==> src/rtl/ser_pkg.sv <==
// ser_pkg: shared definitions for the bit_serializer slice.
//   ser_state_t        - serializer FSM state encoding
//   SER_DATA_W_DEF     - default word width in bits
//   SER_FIFO_DEPTH_DEF - default input buffer depth in entries
package ser_pkg;

    typedef enum logic [1:0] {
        ST_IDLE   = 2'd0,
        ST_SHIFT  = 2'd1,
        ST_PARITY = 2'd2
    } ser_state_t;

    localparam int unsigned SER_DATA_W_DEF     = 8;
    localparam int unsigned SER_FIFO_DEPTH_DEF = 4;

endpackage

==> src/rtl/ser_fifo.sv <==
// ser_fifo: synchronous FIFO used as the serializer input buffer.
// Ports:
//   i_clk    - clock, rising edge
//   i_rst    - asynchronous active-high reset (empties the buffer)
//   i_push   - write i_din this edge (ignored when full)
//   i_din    - write data
//   i_pop    - advance the read pointer this edge (ignored when empty)
//   o_head   - word at the read pointer
//   o_level  - number of stored words, 0..DEPTH
//   o_full   - level == DEPTH
//   o_empty  - level == 0
module ser_fifo
    import ser_pkg::*;
#(
    parameter int unsigned DATA_W = SER_DATA_W_DEF,
    parameter int unsigned DEPTH  = SER_FIFO_DEPTH_DEF
) (
    input  logic                    i_clk,
    input  logic                    i_rst,
    input  logic                    i_push,
    input  logic [DATA_W-1:0]       i_din,
    input  logic                    i_pop,
    output logic [DATA_W-1:0]       o_head,
    output logic [$clog2(DEPTH):0]  o_level,
    output logic                    o_full,
    output logic                    o_empty
);

    localparam int unsigned AW = $clog2(DEPTH);

    logic [DATA_W-1:0] r_mem [DEPTH];
    logic [AW-1:0]     r_wr_ptr;
    logic [AW-1:0]     r_rd_ptr;
    logic [AW:0]       r_level;
    logic              w_do_push;
    logic              w_do_pop;

    assign o_full    = (r_level == (AW+1)'(DEPTH));
    assign o_empty   = (r_level == '0);
    assign w_do_push = i_push && !o_full;
    assign w_do_pop  = i_pop && !o_empty;
    assign o_head    = r_mem[r_rd_ptr];
    assign o_level   = r_level;

    // Pointers are AW bits wide with DEPTH a power of two, so they wrap naturally.
    always_ff @(posedge i_clk or posedge i_rst) begin
        if (i_rst) begin
            r_wr_ptr <= '0;
            r_rd_ptr <= '0;
            r_level  <= '0;
        end else begin
            if (w_do_push) r_wr_ptr <= r_wr_ptr + 1'b1;
            if (w_do_pop)  r_rd_ptr <= r_rd_ptr + 1'b1;
            case ({w_do_push, w_do_pop})
                2'b10:   r_level <= r_level + 1'b1;
                2'b01:   r_level <= r_level - 1'b1;
                default: r_level <= r_level;
            endcase
        end
    end

    always_ff @(posedge i_clk) begin
        if (w_do_push) r_mem[r_wr_ptr] <= i_din;
    end

endmodule

==> src/rtl/bit_serializer.sv <==
// bit_serializer: buffers parallel words and shifts them out MSB first.
// Optional feature: define SER_PARITY_EN to append an even-parity bit
// (XOR of the data bits) to every frame; ser_last then marks the parity bit.
// Ports:
//   sys_clk    - clock, rising edge
//   sys_rst    - asynchronous active-high reset
//   din        - parallel input word
//   din_valid  - din is offered this cycle
//   din_ready  - buffer accepts a word this cycle
//   ser_out    - serial data bit (0 when ser_valid is 0)
//   ser_valid  - ser_out carries a frame bit
//   ser_last   - current bit ends its frame (0 when ser_valid is 0)
//   fifo_level - number of buffered words
module bit_serializer
    import ser_pkg::*;
#(
    parameter int unsigned DATA_W     = SER_DATA_W_DEF,
    parameter int unsigned FIFO_DEPTH = SER_FIFO_DEPTH_DEF
) (
    input  logic                         sys_clk,
    input  logic                         sys_rst,
    input  logic [DATA_W-1:0]            din,
    input  logic                         din_valid,
    output logic                         din_ready,
    output logic                         ser_out,
    output logic                         ser_valid,
    output logic                         ser_last,
    output logic [$clog2(FIFO_DEPTH):0]  fifo_level
);

    localparam int unsigned     CNT_W   = $clog2(DATA_W);
    localparam logic [CNT_W-1:0] CNT_MAX = CNT_W'(DATA_W - 1);

    ser_state_t        r_state;
    logic [DATA_W-1:0] r_shift;
    logic [CNT_W-1:0]  r_cnt;
    logic              r_ser_out;
    logic              r_ser_valid;
    logic              r_ser_last;
    logic              r_rdy_en;
`ifdef SER_PARITY_EN
    logic              r_par;
`endif

    logic              w_push;
    logic              w_pop;
    logic              w_full;
    logic              w_empty;
    logic              w_frame_end;
    logic [DATA_W-1:0] w_head;
    logic [DATA_W-1:0] w_shift_nxt;

    // r_rdy_en holds din_ready low through reset and releases it on the first edge after.
    assign din_ready   = r_rdy_en && !w_full;
    assign w_push      = din_valid && din_ready;
    assign w_shift_nxt = r_shift << 1;

`ifdef SER_PARITY_EN
    assign w_frame_end = (r_state == ST_PARITY);
`else
    assign w_frame_end = (r_state == ST_SHIFT) && (r_cnt == '0);
`endif

    // Pop from idle, or on the final bit so the next frame follows without a gap.
    assign w_pop = !w_empty && ((r_state == ST_IDLE) || w_frame_end);

    assign ser_out   = r_ser_out;
    assign ser_valid = r_ser_valid;
    assign ser_last  = r_ser_last;

    ser_fifo #(
        .DATA_W (DATA_W),
        .DEPTH  (FIFO_DEPTH)
    ) u_fifo (
        .i_clk   (sys_clk),
        .i_rst   (sys_rst),
        .i_push  (w_push),
        .i_din   (din),
        .i_pop   (w_pop),
        .o_head  (w_head),
        .o_level (fifo_level),
        .o_full  (w_full),
        .o_empty (w_empty)
    );

    // r_cnt counts the data bits still to follow the one currently on ser_out.
    always_ff @(posedge sys_clk or posedge sys_rst) begin
        if (sys_rst) begin
            r_state     <= ST_IDLE;
            r_shift     <= '0;
            r_cnt       <= '0;
            r_ser_out   <= 1'b0;
            r_ser_valid <= 1'b0;
            r_ser_last  <= 1'b0;
            r_rdy_en    <= 1'b0;
`ifdef SER_PARITY_EN
            r_par       <= 1'b0;
`endif
        end else begin
            r_rdy_en <= 1'b1;
            if (w_pop) begin
                r_state     <= ST_SHIFT;
                r_shift     <= w_head;
                r_cnt       <= CNT_MAX;
                r_ser_out   <= w_head[DATA_W-1];
                r_ser_valid <= 1'b1;
                r_ser_last  <= 1'b0;
`ifdef SER_PARITY_EN
                r_par       <= ^w_head;
`endif
            end else begin
                case (r_state)
                    ST_SHIFT: begin
                        if (r_cnt != '0) begin
                            r_shift   <= w_shift_nxt;
                            r_ser_out <= w_shift_nxt[DATA_W-1];
                            r_cnt     <= r_cnt - 1'b1;
`ifdef SER_PARITY_EN
                            r_ser_last <= 1'b0;
`else
                            r_ser_last <= (r_cnt == CNT_W'(1));
`endif
                        end else begin
`ifdef SER_PARITY_EN
                            r_state    <= ST_PARITY;
                            r_ser_out  <= r_par;
                            r_ser_last <= 1'b1;
`else
                            r_state     <= ST_IDLE;
                            r_ser_out   <= 1'b0;
                            r_ser_valid <= 1'b0;
                            r_ser_last  <= 1'b0;
`endif
                        end
                    end
                    // IDLE with an empty buffer, or a finished parity bit with nothing queued.
                    default: begin
                        r_state     <= ST_IDLE;
                        r_ser_out   <= 1'b0;
                        r_ser_valid <= 1'b0;
                        r_ser_last  <= 1'b0;
                    end
                endcase
            end
        end
    end

endmodule
==> config.mk <==
export PLATFORM = sky130hd
export DESIGN_NAME = bit_serializer
export DESIGN_NICKNAME = d
export VERILOG_FILES = /design/src/rtl/ser_pkg.sv /design/src/rtl/ser_fifo.sv /design/src/rtl/bit_serializer.sv
export SDC_FILE = /design/constraint.sdc
export NUM_CORES = 1
export LEC_CHECK = 0
export CORE_MARGIN = 2
export CORE_UTILIZATION = 30
export CTS_BUF_LIST = sky130_fd_sc_hd__clkbuf_4 sky130_fd_sc_hd__clkbuf_8
export CTS_CLUSTER_SIZE = 28
export DETAILED_ROUTE_END_ITERATION = 16
export GPL_ROUTABILITY_DRIVEN = 0
export GPL_TIMING_DRIVEN = 1
export SETUP_SLACK_MARGIN = 0.3
export SLEW_MARGIN = 20
export SYNTH_ARGS = -nofsm -noshare
export SYNTH_HDL_FRONTEND = slang
export SYNTH_HIERARCHICAL = 1
export SYNTH_SLANG_ARGS = --single-unit
==> constraint.sdc <==
create_clock -name sys_clk -period 2.8 [get_ports sys_clk]
set_clock_uncertainty 0.05 [all_clocks]
set_input_delay 0.42 -clock sys_clk [delete_from_list [all_inputs] [get_ports sys_clk]]
set_output_delay 0.42 -clock sys_clk [all_outputs]
set_load 0.01 [all_outputs]
======== Word level (Yosys, flattened, before mapping) ========
Memories as Yosys holds them, arrays and structs flattened.
Index checks and enable logic that the tools add are counted.
Widths: inputs -> output; s select.
storage, ports and cells
  register bits after elaboration ......... 23
  logic and storage cells ................. 60
  input port bits ......................... 11
  output and inout port bits .............. 7
  memories ................................ 1
  bits in writable memories ............... 32
memory list
  name          words  bits a word  read ports  clocked after memory_dff  write ports  RTL line        RTL
  u_fifo.r_mem  4      8            1           0                         1            ser_fifo.sv:31  logic [DATA_W-1:0] r_mem [DEPTH];
cells by class
  mux-type cells .......................... 21
  eq/ne operators ......................... 6
  $add $sub $neg .......................... 5
  reductions and logical operators ........ 17
operators by type and width
  kind                 number
  $mux 7               3
  $mux 1               11
  $mux 3               3
  $logic_and 1x1->1    6
  $logic_not 3->1      2
  $mux 2               3
  $pmux 3 s2           1
  $reduce_bool 2->1    3
  $sub 3x1->3 const B  2
  $add 2x1->2 const B  2
  $eq 2x1->1 const B   2
  $add 3x1->3 const B  1
  $eq 3x1->1 const B   1
  $eq 3x3->1 const B   1
  $ne 3x2->1 const B   1
  $reduce_bool 3->1    1
  $eq 2x2->1 const B   1
  $logic_not 1->1      2
  $logic_not 2->1      1
  $reduce_and 2->1     1
  $logic_or 1x1->1     1

======== Longest topological paths before layout ========
Gate-level depths: netlist (run 1).
  word-level depth ........................ 7
  mapped depth ............................ 13
  gate-level depth less buffers ........... 12

======== Hierarchy ========
Netlist (run 1), hierarchy kept.
by module, submodules not included
  module          times used  area each (um^2)  sequential area each (um^2)  cells an instance
  ser_fifo        1           1596.5            1136.1                       80
  bit_serializer  1           723.2             350.3                        55

======== Least setup slack after synthesis (run 1) ========
No wires, ideal clock.
  path type ............................... register to register
  from .................................... reg r_cnt[0]
  to ...................................... reg u_fifo.r_level[2] (netlist: u_fifo/o_level[2])
  library setup time ...................... 0.079 ns
  period minus slack after synthesis ...... 2.404 ns
  buffers on the path ..................... 1
  arrival ................................. 2.275 ns
  stages on the path, launching flop included .. 14
  required time ........................... 2.671 ns
  setup slack ............................. 0.396 ns
  cells stage by stage .................... dfrtp_1 inv_1 ha_1 inv_1 o21ai_2 buf_6 and2b_1 o31a_2 ha_1 inv_1 fa_1 xor2_1 nor2_1 xor2_1
on the way
  word-level cells in the longest chain between the ends .. 7
  elaborated cells between the ends (all ways) .. 9
  classes of those cells .................. eq/ne (2); mux (1); reduce/logical (6)
RTL lines
  what                                                    RTL line               RTL
  start, declared                                         bit_serializer.sv:36   logic [CNT_W-1:0] r_cnt;
  start signal, assigned                                  bit_serializer.sv:117  r_cnt <= r_cnt - 1'b1;
  $logic_not 3->1 (*)                                     bit_serializer.sv:61   assign w_frame_end = (r_state == ST_SHIFT) && (r_cnt == '0);
  $logic_and 1x1->1 (*)                                   bit_serializer.sv:61
  $logic_or 1x1->1 (*)                                    bit_serializer.sv:65   assign w_pop = !w_empty && ((r_state == ST_IDLE) || w_frame_end);
  $logic_and 1x1->1 (*)                                   bit_serializer.sv:65
  via w_pop                                               bit_serializer.sv:46   logic w_pop;
  $logic_and 1x1->1 (*)                                   ser_fifo.sv:41         assign w_do_pop = i_pop && !o_empty;
  via u_fifo.w_do_pop                                     ser_fifo.sv:36         logic w_do_pop;
  $eq 2x1->1 / $eq 2x2->1 (equally long branches)         ser_fifo.sv:54         case ({w_do_push, w_do_pop})
  $pmux 3 s2 / $reduce_bool 2->1 (equally long branches)  --
  end signal, assigned                                    ser_fifo.sv:55         2'b10: r_level <= r_level + 1'b1;
  end signal, assigned                                    ser_fifo.sv:56         2'b01: r_level <= r_level - 1'b1;
  end signal, assigned                                    ser_fifo.sv:57         default: r_level <= r_level;
  end, declared                                           ser_fifo.sv:34         logic [AW:0] r_level;
The timed path passes the listed nets; every way through them passes the cells marked *.
A chain may end at the register's enable or synchronous reset.

======== Worst setup path in the final report (run 1) ========
  from .................................... reg u_fifo.r_level[0] (netlist: u_fifo/o_level[0])
  to ...................................... reg u_fifo.r_level[2] (netlist: u_fifo/o_level[2])
on the way
  word-level cells in the longest chain between the ends .. 7
  elaborated cells between the ends (all ways) .. 15
  classes of those cells .................. add/sub (2); eq/ne (3); mux (1); reduce/logical (9)
RTL lines
  what                                                    RTL line              RTL
  $eq 3x3->1 (*)                                          ser_fifo.sv:38        assign o_full = (r_level == (AW+1)'(DEPTH));
  via w_full                                              bit_serializer.sv:47  logic w_full;
  $logic_not 1->1 (*)                                     bit_serializer.sv:54  assign din_ready = r_rdy_en && !w_full;
  $logic_and 1x1->1 (*)                                   bit_serializer.sv:54
  $logic_and 1x1->1 (*)                                   bit_serializer.sv:55  assign w_push = din_valid && din_ready;
  via w_push                                              bit_serializer.sv:45  logic w_push;
  $logic_and 1x1->1 (*)                                   ser_fifo.sv:40        assign w_do_push = i_push && !o_full;
  $eq 2x1->1 / $eq 2x2->1 (equally long branches)         ser_fifo.sv:54
  $pmux 3 s2 / $reduce_bool 2->1 (equally long branches)  --
Marked as above.

==> results_tabular.tex, run 1 <==
\begin{tabular}{lr}
\hline
Metric & Value \\
\hline
\multicolumn{2}{l}{\textbf{Status}} \\
Status & completed \\
\multicolumn{2}{l}{\textbf{Routing}} \\
Overall via count from detail\_route & 1,103 \\
Drt via density & 4.242 \\
Aggregate routed wire length & 3.353 mm \\
Post-DR wirelength/cell & 12.90 um \\
Post-route DRC & 0 \\
Number of violations reported at the end of detailed-routing iteration 0 & 25 \\
Number of iterations in the first detailed-routing pass & 3 \\
Antenna-violating nets left & 0 \\
\multicolumn{2}{l}{\textbf{Power and ir drop}} \\
Worst voltage drop across the vdd grid & 0.0003251 V \\
Leakage component of the power & 1.046 nW \\
Power density normalized to cell area & 928.1 nW/um\^{}2 \\
Design Power & 2.524 mW \\
\multicolumn{2}{l}{\textbf{Global route}} \\
Grt met2 use & 14.15\% \\
Leftover overflow at the end of global routing & 0 \\
GRT Max-Usage Layer & met2 \\
Total Routing Usage GR & 8.698\% \\
Vias in the first global route & 1,109 \\
Largest net degree at the start of global routing & 19 \\
Initial antenna violation count & 0 \\
Global-route wire length before repair & 5.471 mm \\
Met1 Use GR & 10.65\% \\
Met3 usage in global routing & 2.547\% \\
\multicolumn{2}{l}{\textbf{Logic synthesis}} \\
Yosys warning count & 6 \\
Number of enable flip-flop cells after synthesis & 32 \\
Post-synth top area share & 41.42\% \\
Most used flip-flop cell after synthesis & sky130\_fd\_sc\_hd\_\_edfxtp\_1 \\
Flip-flop and latch count after synthesis & 53 \\
Post-Syn Area & 2320 um\^{}2 \\
Part of the Yosys area used for sequential elements & 64.08\% \\
Mapped Avg Cell Area & 17.18 um\^{}2 \\
Leading cell types by count after synthesis & sky130\_fd\_sc\_hd\_\_edfxtp\_1 (32), sky130\_fd\_sc\_hd\_\_dfrtp\_1 (21), sky130\_fd\_sc\_hd\_\_inv\_1 (12) \\
Leading cell types by total area after synthesis & sky130\_fd\_sc\_hd\_\_edfxtp\_1 (41\%), sky130\_fd\_sc\_hd\_\_dfrtp\_1 (23\%), sky130\_fd\_sc\_hd\_\_mux4\_2 (7.8\%), sky130\_fd\_sc\_hd\_\_mux2\_4 (4.5\%), sky130\_fd\_sc\_hd\_\_ha\_1 (4.3\%) \\
Most frequently used cell type in the post-synthesis netlist & sky130\_fd\_sc\_hd\_\_edfxtp\_1 \\
Cell type with the highest aggregate area in the netlist & sky130\_fd\_sc\_hd\_\_edfxtp\_1 \\
Number of different library cells in the post-synthesis netlist & 30 \\
Gate count of the mapped netlist & 135 \\
Nets in the synthesized netlist & 155 \\
Fraction of synthesis flops using an asynchronous set or reset pin & 39.62\% \\
\multicolumn{2}{l}{\textbf{Die}} \\
Chip Height & 91.94 um \\
Number of core rows & 32 \\
Die Outline Area & 8452 um\^{}2 \\
Core region area & 7607 um\^{}2 \\
Initial core utilization & 30.49\% \\
Number of ports placed on the die boundary & 18 \\
Die X-Extent & 91.94 um \\
\multicolumn{2}{l}{\textbf{Timing}} \\
Max Fclk & 429.0 MHz \\
Crit path time final & 2331 ps \\
Count of final setup violators & 0 \\
Final max-slew violation count & 0 \\
Setup repair after global routing missed its margin & false \\
Hold Violations, Final & 0 \\
Worst-case headroom to the max-slew limit & 60.50\% \\
Worst Max-Slew Pin Slew & 592.4 ps \\
Post-route setup TNS & 0 ps \\
Final Cycle Share & 83.25\% \\
\multicolumn{2}{l}{\textbf{Cells and area}} \\
\# diodes & 0 \\
Synthesis-to-finish area growth & 17.26\% \\
Layout cells sized above 1 & 27.22\% \\
Post-layout instance area & 2720 um\^{}2 \\
Fin nets & 177 \\
\multicolumn{2}{l}{\textbf{Critical path}} \\
Required time of the critical path & 2980 ps \\
Startpoint type of the worst setup path & flop \\
Highest net fanout along the worst path & 7 \\
Arr. time, crit path & 2510 ps \\
Crit end category & flop \\
Critical path class & reg -> reg \\
\multicolumn{2}{l}{\textbf{Clock network}} \\
Hold-fix buffers, CTS & 0 \\
Root buffer selected by CTS & sky130\_fd\_sc\_hd\_\_clkbuf\_8 \\
Clock transition time at the flip-flop clock pins of the worst setup and hold paths & 100 ps \\
Buffers from clock root to sink, at most & 2 \\
Clock sink total & 53 \\
Maximum level of the CTS H-tree & 2 \\
Clock latency on the worst-skew pair & 300 ps \\
TritonCTS clock tree & built \\
Post-CTS Setup Inserts & 0 \\
Count of cells resized by post-cts repair & 0 \\
Inserted Clock Buffers & 5 \\
\multicolumn{2}{l}{\textbf{Worst hold path}} \\
Kind of path behind the tightest hold check & in -> async \\
\multicolumn{2}{l}{\textbf{Run}} \\
Number of max-cap violations & 0 \\
\multicolumn{2}{l}{\textbf{Place}} \\
Number of input and output port buffers inserted & 17 \\
HPWL after detailed placement & 2.345 mm \\
Placed standard-cell area & 2601 um\^{}2 \\
\hline
\end{tabular}
==> placed cells by master, fill, tap and decap left out, drive strengths merged <==
cell type       n
a21oi           1
and2            6
and2b           2
buf             2
bufinv          1
clkbuf          5
clkdlybuf4s50  17
conb            1
dfrtp          21
edfxtp         32
fa              1
ha              8
inv            14
mux2           15
mux2i           3
mux4            8
nand2           2
nor2            1
nor2b           4
nor3            2
nor3b           2
o21ai           2
o22a            1
o31a            1
xnor2           3
xor2            3
==> where the power goes <==
| part | switching [mW] | leakage (nW) | internal [mW] |
|---|---|---|---|
| combinational | 0.317 | 0.443 | 0.504 |
| sequential | 0.176 | 0.544 | 1.01 |
| clock | 0.248 | 0.0591 | 0.273 |
==> critical path, cell delays in order, from the launching register on <==
cell and delay (ps):
sky130_fd_sc_hd__dfrtp_2 470, sky130_fd_sc_hd__nor3b_4 260, sky130_fd_sc_hd__nor2b_1 90, sky130_fd_sc_hd__and2_1 160, sky130_fd_sc_hd__nor2b_4 150, sky130_fd_sc_hd__inv_1 60, sky130_fd_sc_hd__ha_1 170, sky130_fd_sc_hd__inv_1 60
sky130_fd_sc_hd__fa_1 380, sky130_fd_sc_hd__xor2_1 150, sky130_fd_sc_hd__nor2_1 120, sky130_fd_sc_hd__xor2_1 150
==> metal layers <==
metal | vias to the layer above | wire, um
met5 | - | 0
met4 | 0 | 42
met3 | 2 | 92
met2 | 14 | 1633
met1 | 564 | 1584
li1 | 523 | -
==> cell type report <==
cell class | count | area, um^2
sequential | 53 | 1489
fill | 729 | 4887
clock buffer | 5 | 68.82
multi-input combinational | 66 | 757.0
tap | 102 | 127.6
clock inverter | 3 | 47.55
timing repair buffer | 19 | 185.2
inverter | 12 | 45.04
==> through the flow <==
step / setup slack [ps] / cells / utilization, % / hold WS, ps
3_3_place_gp: 519.4 / 252 / 34.19 / 436.7
4_1_cts: 438.2 / 260 / 35.72 / 348.8
3_5_place_dp: 450.3 / 252 / 34.19 / 440.8
5_1_grt: 301.2 / 260 / 35.76 / 373.7
6_report: 469.1 / 260 / 35.76 / 344.7
2_1_floorplan: 396.2 / 135 / - / 173.4
==> registers in the layout, indices dropped and copies added, names as in the netlist <==
name / cells
u_fifo/r_mem: 32
r_shift: 7
r_cnt: 3
u_fifo/o_level: 3
u_fifo/r_rd_ptr: 2
u_fifo/r_wr_ptr: 2
r_rdy_en: 1
ser_last: 1
ser_out: 1
ser_valid: 1
==> kinds of logic after synthesis <==
group	count (synthesis)	synth area share, %
and+or+nand+nor	19	5.933
buffers and inverters	16	3.290
muxes	26	17.48
DFF	53	64.08
adders and majority gates	9	5.178
other	1	0.1617
xor gates and xnor gates	6	2.266
AOI/OAI and AO/OA	5	1.618
==> final timing paths <==
path,from,endpoint,slack [ps],depth (start not counted)
max,u_fifo/o_level[0],u_fifo/o_level[2],470,11
min,sys_rst,u_fifo/r_rd_ptr[0],340,2
max reg2reg,u_fifo/o_level[0],u_fifo/o_level[2],470,11
min reg2reg,r_shift[3],r_shift[4],460,1
max in group asynchronous,sys_rst,ser_valid,1900,2
min in group sys_clk,r_shift[3],r_shift[4],460,1
(Power assumes the default switching activity.)
==> run 2: changes to the inputs <==
Clock period 2.8 ns to 1.9 ns, I/O delays scaled along.
==> run 2 against run 1 <==
Effect of this change:
- wire length increased by 12%
- register-to-register slack lost 680 ps
- combinational power up 110%
- worst hold slack lost 170 ps
- the flow now finishes with violations (negative setup slack)
- die area did not move
- largest cell class unchanged
- fmax increased by 10%
- non-clock buffer count up 24
- first-iteration DRC count grew 12%
- core utilization is 3.3 points higher
- critical path type unchanged
- largest power group is now combinational cells
==> results_tabular.tex, run 2 (synthesized netlist as in run 1, its figures left out) <==
\begin{tabular}{lr}
\hline
Metric & Value \\
\hline
\multicolumn{2}{l}{\textbf{Timing}} \\
Count of final setup violators & 2 (+2) \\
Final Cycle Share & 111.3\% (+28 points) \\
Setup slack of the critical path after layout & -215.1 ps (-684.3 ps) \\
Worst Max-Slew Pin Slew & 585.5 ps (-6.915 ps) \\
Final max-slew violation count & 0 (unchanged) \\
Worst-case headroom to the max-slew limit & 60.92\% (+0.42 points) \\
Hold Violations, Final & 0 (unchanged) \\
Max Fclk & 472.8 MHz (+10\%) \\
Setup repair after global routing missed its margin & true \\
Crit path time final & 2115 ps (-215.7 ps) \\
\multicolumn{2}{l}{\textbf{Power and ir drop}} \\
Switching component of the power & 1.254 mW (+69\%) \\
Clock network fraction of design power & 16.7\% (-3.9 points) \\
Leakage component of the power & 1.186 nW (+13\%) \\
Internal power & 2.834 mW (+59\%) \\
Portion of total power attributed to sequential cells & 40.3\% (-6.5 points) \\
Worst voltage drop across the vdd grid & 0.0004860 V (+49\%) \\
Switch share & 30.66\% (+1.3 points) \\
Power density normalized to cell area & 1376 nW/um\^{}2 (+48\%) \\
Logic pwr share & 43.0\% (+10 points) \\
\multicolumn{2}{l}{\textbf{Cells and area}} \\
Synthesis-to-finish area growth & 28.05\% \\
Max FFs per register & 32 (unchanged) \\
Total area of sequential cells & 1486 um\^{}2 (-0.17\%) \\
Fin nets & 201 (+14\%) \\
Post-layout instance area & 2970 um\^{}2 (+9.2\%) \\
Post-route non-filler standard cell count & 284 (+9.2\%) \\
Most common cell after layout, fill and taps aside & sky130\_fd\_sc\_hd\_\_edfxtp\_1 \\
Commonest non-fill, non-tap cells in the layout & sky130\_fd\_sc\_hd\_\_edfxtp\_1 (32), sky130\_fd\_sc\_hd\_\_dfrtp\_1 (21), sky130\_fd\_sc\_hd\_\_buf\_4 (20) \\
Most flop-heavy register & u\_fifo/r\_mem \\
Layout fillers & 740 (+1.5\%) \\
Registers with the most flip-flops & u\_fifo/r\_mem (32), r\_shift (7) \\
Area used by multi-input combinational logic & 820.8 um\^{}2 (+8.4\%) \\
\# diodes & 0 (unchanged) \\
Layout cells sized above 1 & 42.31\% (+15 points) \\
\multicolumn{2}{l}{\textbf{Critical path}} \\
Delay contributed by the slowest stage of the critical path & 400 ps (-70 ps) \\
Highest net fanout along the worst path & 2 (-5) \\
Critical-path cell list & inv\_2 -> ha\_4 -> inv\_2 -> o21ai\_4 -> and2b\_1 -> o31a\_2 -> ha\_4 -> inv\_2 -> fa\_2 -> xor2\_1 -> nor2\_1 -> xor2\_1 \\
Arr. time, crit path & 2310 ps (-200 ps) \\
Critical Path Slowest Stage Cell & sky130\_fd\_sc\_hd\_\_dfrtp\_1 \\
Critical path class & reg -> reg \\
Buffers \& Inverters on Critical Path & 3 (+1) \\
Most frequent cell on the critical path & sky130\_fd\_sc\_hd\_\_inv\_2 \\
Cell type group with the largest total delay on the critical path & adder cells \\
Startpoint type of the worst setup path & flop \\
Required time of the critical path & 2100 ps (-880 ps) \\
Crit end category & flop \\
\multicolumn{2}{l}{\textbf{Global route}} \\
Largest net degree at the start of global routing & 20 (+1) \\
Grt met2 use & 15.63\% (+1.5 points) \\
Leftover overflow at the end of global routing & 0 (unchanged) \\
GRT Max-Usage Layer & met2 \\
Global-route wire length before repair & 6.085 mm (+11\%) \\
Total Routing Usage GR & 9.614\% (+0.92 points) \\
Met1 Use GR & 12.37\% (+1.7 points) \\
Initial antenna violation count & 0 (unchanged) \\
Met3 usage in global routing & 2.219\% (-0.33 points) \\
Vias in the first global route & 1,210 (+9.1\%) \\
\multicolumn{2}{l}{\textbf{Place}} \\
Minimum setup slack after placement & -262.5 ps (-712.9 ps) \\
Number of input and output port buffers inserted & 17 (unchanged) \\
Number of placed cells counting well taps & 266 (+5.6\%) \\
HPWL after detailed placement & 2.492 mm (+6.3\%) \\
Placed standard-cell area & 2756 um\^{}2 (+6.0\%) \\
\multicolumn{2}{l}{\textbf{Status}} \\
Violations in the final reports & negative setup slack \\
Status & finished with violations \\
\multicolumn{2}{l}{\textbf{Clock network}} \\
TritonCTS clock tree & built \\
Inserted Clock Buffers & 5 (unchanged) \\
Clock transition time at the flip-flop clock pins of the worst setup and hold paths & 100 ps (about the same) \\
Clock sink total & 53 (unchanged) \\
Maximum level of the CTS H-tree & 2 (unchanged) \\
Buffers from clock root to sink, at most & 2 (unchanged) \\
Clock latency on the worst-skew pair & 310 ps (about the same) \\
Root buffer selected by CTS & sky130\_fd\_sc\_hd\_\_clkbuf\_8 \\
\multicolumn{2}{l}{\textbf{Die}} \\
Die Outline Area & 8452 um\^{}2 (unchanged) \\
Number of ports placed on the die boundary & 18 (unchanged) \\
Die X-Extent & 91.94 um (unchanged) \\
Number of core rows & 32 (unchanged) \\
Core region area & 7607 um\^{}2 (unchanged) \\
Chip Height & 91.94 um (unchanged) \\
Initial core utilization & 30.49\% (unchanged) \\
\multicolumn{2}{l}{\textbf{Worst hold path}} \\
Kind of path behind the tightest hold check & in -> async \\
\multicolumn{2}{l}{\textbf{Routing}} \\
Antenna-violating nets left & 0 (unchanged) \\
Number of violations reported at the end of detailed-routing iteration 0 & 28 (+12\%) \\
Post-route DRC & 0 (unchanged) \\
Number of iterations in the first detailed-routing pass & 4 (+1) \\
Drt via density & 4.127 (-2.7\%) \\
Aggregate routed wire length & 3.745 mm (+12\%) \\
Overall via count from detail\_route & 1,172 (+6.3\%) \\
Post-DR wirelength/cell & 13.19 um (+2.3\%) \\
\multicolumn{2}{l}{\textbf{Run}} \\
Number of max-cap violations & 0 (unchanged) \\
\hline
\end{tabular}
==> run 2: cell count changes in the layout (fill, tap and decap cells not counted), sizes merged <==
cell,previous run,this run
dlygate4sd2,0,4
clkdlybuf4s50,17,12
clkinv,0,1
bufinv,1,0
buf,2,27
==> run 2: path summary, 6_finish.rpt <==
kind | depth (start not counted) | from | slack (ps) | to
max | 12 | r_cnt[1] | -220 | u_fifo/o_level[2]
min | 2 | sys_rst | 180 | u_fifo/o_level[2]
max reg2reg | 12 | r_cnt[1] | -220 | u_fifo/o_level[2]
min reg2reg | 1 | r_shift[3] | 470 | r_shift[4]
max in group asynchronous | 2 | sys_rst | 1110 | r_cnt[0]
min in group sys_clk | 1 | r_shift[3] | 470 | r_shift[4]
==> run 2: final cells by class <==
type | instances | share of cell area, %
clock buffers | 5 | 2.317
repair buffers | 43 | 13.23
inverters | 12 | 1.516
well taps | 102 | 4.297
multi-input cells | 66 | 27.63
clock inverters | 3 | 0.9688
flip-flops and latches | 53 | 50.04
==> run 2: power groups by stage <==
stage,Sequential [mW],Combinational (mW),Clock [mW]
2_1_floorplan,1.66,1.08,0
3_3_place_gp,1.67,1.58,0
3_5_place_dp,1.67,1.60,0
4_1_cts,1.65,1.72,0.705
5_1_grt,1.68,1.94,0.748
6_report,1.65,1.76,0.684
==> run 2: repair_timing <==
action                     CTS  global route
cloned                       1             0
hold buffers                 0             0
setup endpoints to repair   50            47
resized for setup           18             6
pin swaps                   11             5
setup buffers                5             4
==> run 2: stage by stage <==
step | power [mW] | util (%) | setup TNS (ps) | hold slack (ps)
after floorplan | 2.740 | - | -807.0 | 38.40
after global routing | 4.365 | 39.05 | -703.7 | 215.2
after CTS | 4.079 | 38.44 | -377.2 | 177.8
final | 4.088 | 39.05 | -374.2 | 176.8
after detailed placement | 3.274 | 36.23 | -390.0 | 446.6
after global placement | 3.252 | 36.23 | -348.9 | 440.2
==> run 2: layer usage <==
metal | vias to the layer above | part of all wire, %
met5 | - | 0
met4 | 0 | 1.8
met3 | 7 | 2.7
met2 | 18 | 49
met1 | 575 | 46
li1 | 572 | -
==> run 3: changes to the inputs <==
Settings changed: SYNTH_HIERARCHICAL 1 to default.
==> run 3 against run 2 <==
Effect of this change:
- sequential power hardly changed
- flip-flop and latch count stayed put
- the flow still finishes with violations (negative setup slack)
- clock-buffer cell count is 2 higher
- critical endpoint is now u_fifo.o_level[2]
==> results_tabular.tex, run 3 <==
\begin{tabular}{lr}
\hline
Metric & Value \\
\hline
\multicolumn{2}{l}{\textbf{Status}} \\
Status & finished with violations \\
Violations in the final reports & negative setup slack \\
\multicolumn{2}{l}{\textbf{Place}} \\
Number of input and output port buffers inserted & 17 (unchanged) \\
Placed standard-cell area & 2659 um\^{}2 (-3.5\%) \\
HPWL after detailed placement & 2.527 mm (+1.4\%) \\
\multicolumn{2}{l}{\textbf{Cells and area}} \\
Area used by multi-input combinational logic & 703.2 um\^{}2 (-14\%) \\
Layout fillers & 675 (-8.8\%) \\
Max FFs per register & 32 (unchanged) \\
Most common cell after layout, fill and taps aside & sky130\_fd\_sc\_hd\_\_edfxtp\_1 \\
\# diodes & 0 (unchanged) \\
Post-layout instance area & 2806 um\^{}2 (-5.5\%) \\
Most flop-heavy register & u\_fifo.r\_mem \\
Layout cells sized above 1 & 33.13\% (-9.2 points) \\
Synthesis-to-finish area growth & 28.32\% \\
Fin nets & 185 (-8.0\%) \\
Commonest non-fill, non-tap cells in the layout & sky130\_fd\_sc\_hd\_\_edfxtp\_1 (32), sky130\_fd\_sc\_hd\_\_dfrtp\_1 (20), sky130\_fd\_sc\_hd\_\_clkdlybuf4s50\_1 (13), sky130\_fd\_sc\_hd\_\_buf\_4 (13), sky130\_fd\_sc\_hd\_\_inv\_1 (7) \\
Total area of sequential cells & 1488 um\^{}2 (about the same) \\
Registers with the most flip-flops & u\_fifo.r\_mem (32), r\_shift (7) \\
\multicolumn{2}{l}{\textbf{Clock network}} \\
Hold-fix buffers, CTS & 0 (unchanged) \\
Maximum level of the CTS H-tree & 2 (unchanged) \\
TritonCTS clock tree & built \\
Inserted Clock Buffers & 5 (unchanged) \\
Clock transition time at the flip-flop clock pins of the worst setup and hold paths & 90 ps (about the same) \\
Buffers from clock root to sink, at most & 2 (unchanged) \\
Root buffer selected by CTS & sky130\_fd\_sc\_hd\_\_clkbuf\_8 \\
Clock sink total & 53 (unchanged) \\
Clock latency on the worst-skew pair & 300 ps (about the same) \\
\multicolumn{2}{l}{\textbf{Logic synthesis}} \\
Post-synth top area share & 43.94\% (+2.5 points) \\
Yosys warning count & 0 (-6) \\
Leading cell types by count after synthesis & sky130\_fd\_sc\_hd\_\_edfxtp\_1 (32), sky130\_fd\_sc\_hd\_\_dfrtp\_1 (21), sky130\_fd\_sc\_hd\_\_inv\_1 (12) \\
Fraction of synthesis flops using an asynchronous set or reset pin & 39.62\% (unchanged) \\
Cell type with the highest aggregate area in the netlist & sky130\_fd\_sc\_hd\_\_edfxtp\_1 \\
Nets in the synthesized netlist & 146 (-5.8\%) \\
Leading cell types by total area after synthesis & sky130\_fd\_sc\_hd\_\_edfxtp\_1 (44\%), sky130\_fd\_sc\_hd\_\_dfrtp\_1 (24\%), sky130\_fd\_sc\_hd\_\_mux4\_2 (6.2\%), sky130\_fd\_sc\_hd\_\_ha\_1 (4.6\%), sky130\_fd\_sc\_hd\_\_and2\_1 (2.9\%) \\
Most frequently used cell type in the post-synthesis netlist & sky130\_fd\_sc\_hd\_\_edfxtp\_1 \\
Part of the Yosys area used for sequential elements & 67.96\% (+3.9 points) \\
Number of different library cells in the post-synthesis netlist & 29 (-3.3\%) \\
Number of enable flip-flop cells after synthesis & 32 (unchanged) \\
Post-Syn Area & 2187 um\^{}2 (-5.7\%) \\
Most used flip-flop cell after synthesis & sky130\_fd\_sc\_hd\_\_edfxtp\_1 \\
Flip-flop and latch count after synthesis & 53 (unchanged) \\
Mapped Avg Cell Area & 17.36 um\^{}2 (+1.0\%) \\
Gate count of the mapped netlist & 126 (-6.7\%) \\
\multicolumn{2}{l}{\textbf{Critical path}} \\
Cell type group with the largest total delay on the critical path & adder cells \\
Arr. time, crit path & 2100 ps (-210 ps) \\
Origin of the worst setup path & r\_cnt[0] \\
Required time of the critical path & 2080 ps (-20 ps) \\
Critical Path Slowest Stage Cell & sky130\_fd\_sc\_hd\_\_dfrtp\_1 \\
End of the worst register-to-register path & u\_fifo.o\_level[2] \\
Beginning of the worst register-to-register path & r\_cnt[0] \\
Buffers \& Inverters on Critical Path & 2 (-1) \\
Critical path class & reg -> reg \\
WP depth & 11 (-1) \\
Crit end category & flop \\
Highest net fanout along the worst path & 2 (unchanged) \\
Delay contributed by the slowest stage of the critical path & 400 ps (about the same) \\
Critical-path cell list & inv\_2 -> ha\_4 -> ha\_4 -> nor2b\_4 -> nor2\_4 -> ha\_4 -> inv\_2 -> fa\_2 -> xor2\_1 -> nor2\_1 -> xnor2\_1 \\
Worst reg2reg path depth & 11 (-1) \\
Startpoint type of the worst setup path & flop \\
Reg2reg setup slack & -20 ps (+190 ps) \\
Setup crit end & u\_fifo.o\_level[2] \\
Most frequent cell on the critical path & sky130\_fd\_sc\_hd\_\_ha\_4 \\
\multicolumn{2}{l}{\textbf{Power and ir drop}} \\
Logic pwr share & 38.9\% (-4.1 points) \\
Clock network fraction of design power & 16.9\% (+0.2 points) \\
Power density normalized to cell area & 1324 nW/um\^{}2 (-3.8\%) \\
Worst voltage drop across the vdd grid & 0.0003359 V (-31\%) \\
Design Power & 3.716 mW (-9.1\%) \\
Internal power & 2.586 mW (-8.8\%) \\
Portion of total power attributed to sequential cells & 44.2\% (+3.9 points) \\
Switching component of the power & 1.130 mW (-9.8\%) \\
Leakage component of the power & 1.101 nW (-7.1\%) \\
Switch share & 30.41\% (-0.25 points) \\
\multicolumn{2}{l}{\textbf{Routing}} \\
Number of violations reported at the end of detailed-routing iteration 0 & 65 (+130\%) \\
Post-route DRC & 0 (unchanged) \\
Number of iterations in the first detailed-routing pass & 4 (unchanged) \\
Overall via count from detail\_route & 1,152 (-1.7\%) \\
Drt via density & 4.347 (+5.3\%) \\
Aggregate routed wire length & 3.725 mm (-0.53\%) \\
Antenna-violating nets left & 0 (unchanged) \\
Post-DR wirelength/cell & 14.06 um (+6.6\%) \\
\multicolumn{2}{l}{\textbf{Global route}} \\
Vias in the first global route & 1,249 (+3.2\%) \\
Leftover overflow at the end of global routing & 0 (unchanged) \\
Initial antenna violation count & 0 (unchanged) \\
Global-route wire length before repair & 6.051 mm (-0.56\%) \\
Total Routing Usage GR & 10.39\% (+0.78 points) \\
Largest net degree at the start of global routing & 22 (+10\%) \\
\multicolumn{2}{l}{\textbf{Die}} \\
Number of core rows & 31 (-3.1\%) \\
Core region area & 7137 um\^{}2 (-6.2\%) \\
Number of ports placed on the die boundary & 18 (unchanged) \\
Chip Height & 89.39 um (-2.8\%) \\
Die X-Extent & 89.39 um (-2.8\%) \\
Initial core utilization & 30.65\% (+0.15 points) \\
Die Outline Area & 7990 um\^{}2 (-5.5\%) \\
\multicolumn{2}{l}{\textbf{Timing}} \\
Crit path time final & 1921 ps (-194.2 ps) \\
Final max-slew violation count & 0 (unchanged) \\
Max Fclk & 520.6 MHz (+10\%) \\
Hold Violations, Final & 0 (unchanged) \\
Count of final setup violators & 1 (-1) \\
Setup slack of the critical path after layout & -20.90 ps (+194.2 ps) \\
Setup repair after global routing missed its margin & true \\
Final Cycle Share & 101.1\% (-10 points) \\
\multicolumn{2}{l}{\textbf{Run}} \\
Number of max-cap violations & 0 (unchanged) \\
\multicolumn{2}{l}{\textbf{Worst hold path}} \\
Kind of path behind the tightest hold check & in -> async \\
\hline
\end{tabular}
run 3: area by class of cell:
class,count,area share (%)
Sequential cell,53,53.01
Clock inverter,1,0.2675
Inverter,12,1.605
Multi-Input combinational cell,57,25.06
Timing Repair Buffer,36,12.66
Tap cell,99,4.414
Clock buffer,7,2.987
run 3: worst reg2reg max path, cell delays in order (launching register included):
cell and delay, ps:
sky130_fd_sc_hd__dfrtp_1 400, sky130_fd_sc_hd__inv_2 80, sky130_fd_sc_hd__ha_4 140, sky130_fd_sc_hd__ha_4 130, sky130_fd_sc_hd__nor2b_4 40, sky130_fd_sc_hd__nor2_4 100
sky130_fd_sc_hd__ha_4 140, sky130_fd_sc_hd__inv_2 30, sky130_fd_sc_hd__fa_2 320, sky130_fd_sc_hd__xor2_1 150, sky130_fd_sc_hd__nor2_1 120, sky130_fd_sc_hd__xnor2_1 130
run 3: kinds of logic after synthesis:
kind of cell,share of synthesized area [%]
muxes,10.01
buffers and inverters,3.547
xor gates and xnor gates,2.403
other,0.1715
and+or+nand+nor,5.321
DFF,67.96
adders and majority gates,5.492
AOI/OAI and AO/OA,5.092
run 3: what timing repair did:
action / in CTS / in global routing
setup endpoints to repair: 14 / 41
pin swaps: 1 / 0
resized for setup: 9 / 4
buffers inserted: 4 / 3
run 3: power by group through the flow:
stage	registers (mW)	clock network [mW]	logic (mW)
2_1_floorplan	1.64	0	0.887
3_3_place_gp	1.70	0	1.23
3_5_place_dp	1.72	0	1.30
4_1_cts	1.64	0.648	1.41
5_1_grt	1.67	0.705	1.58
6_report	1.64	0.628	1.45
run 3: layer usage:
layer,vias to the layer above,wire length [um],track usage [%]
li1,538,-,-
met1,592,1582,11.85
met2,17,1972,18.18
met3,5,97,3.232
met4,0,72,4.071
met5,-,0,0
run 3: worst min path at each step:
| stage | startpoint | to | slack, ps | cells after the start |
|---|---|---|---|---|
| 2_1_floorplan | sys_rst | r_cnt[0] | 210 | 1 |
| 3_3_place_gp | r_shift[0] | r_shift[0] | 430 | 1 |
| 3_5_place_dp | r_shift[0] | r_shift[0] | 440 | 1 |
| 4_1_cts | sys_rst | ser_last | 270 | 3 |
| 5_1_grt | sys_rst | ser_last | 280 | 3 |
| 6_report | sys_rst | ser_last | 260 | 3 |
run 3: metrics by stage:
| step | setup WS, ps | hold slack [ps] | utilization [%] | setup TNS (ps) | instances |
|---|---|---|---|---|---|
| after floorplan | -61.02 | 211.5 | - | -61.02 | 126 |
| after global placement | 7.376 | 430.5 | 37.25 | 0 | 250 |
| after detailed placement | -57.52 | 438.7 | 37.25 | -57.52 | 250 |
| after CTS | -28.92 | 269.7 | 38.87 | -28.92 | 262 |
| after global routing | -126.1 | 282.9 | 39.32 | -178.9 | 265 |
| final | -20.90 | 260.4 | 39.32 | -20.90 | 265 |
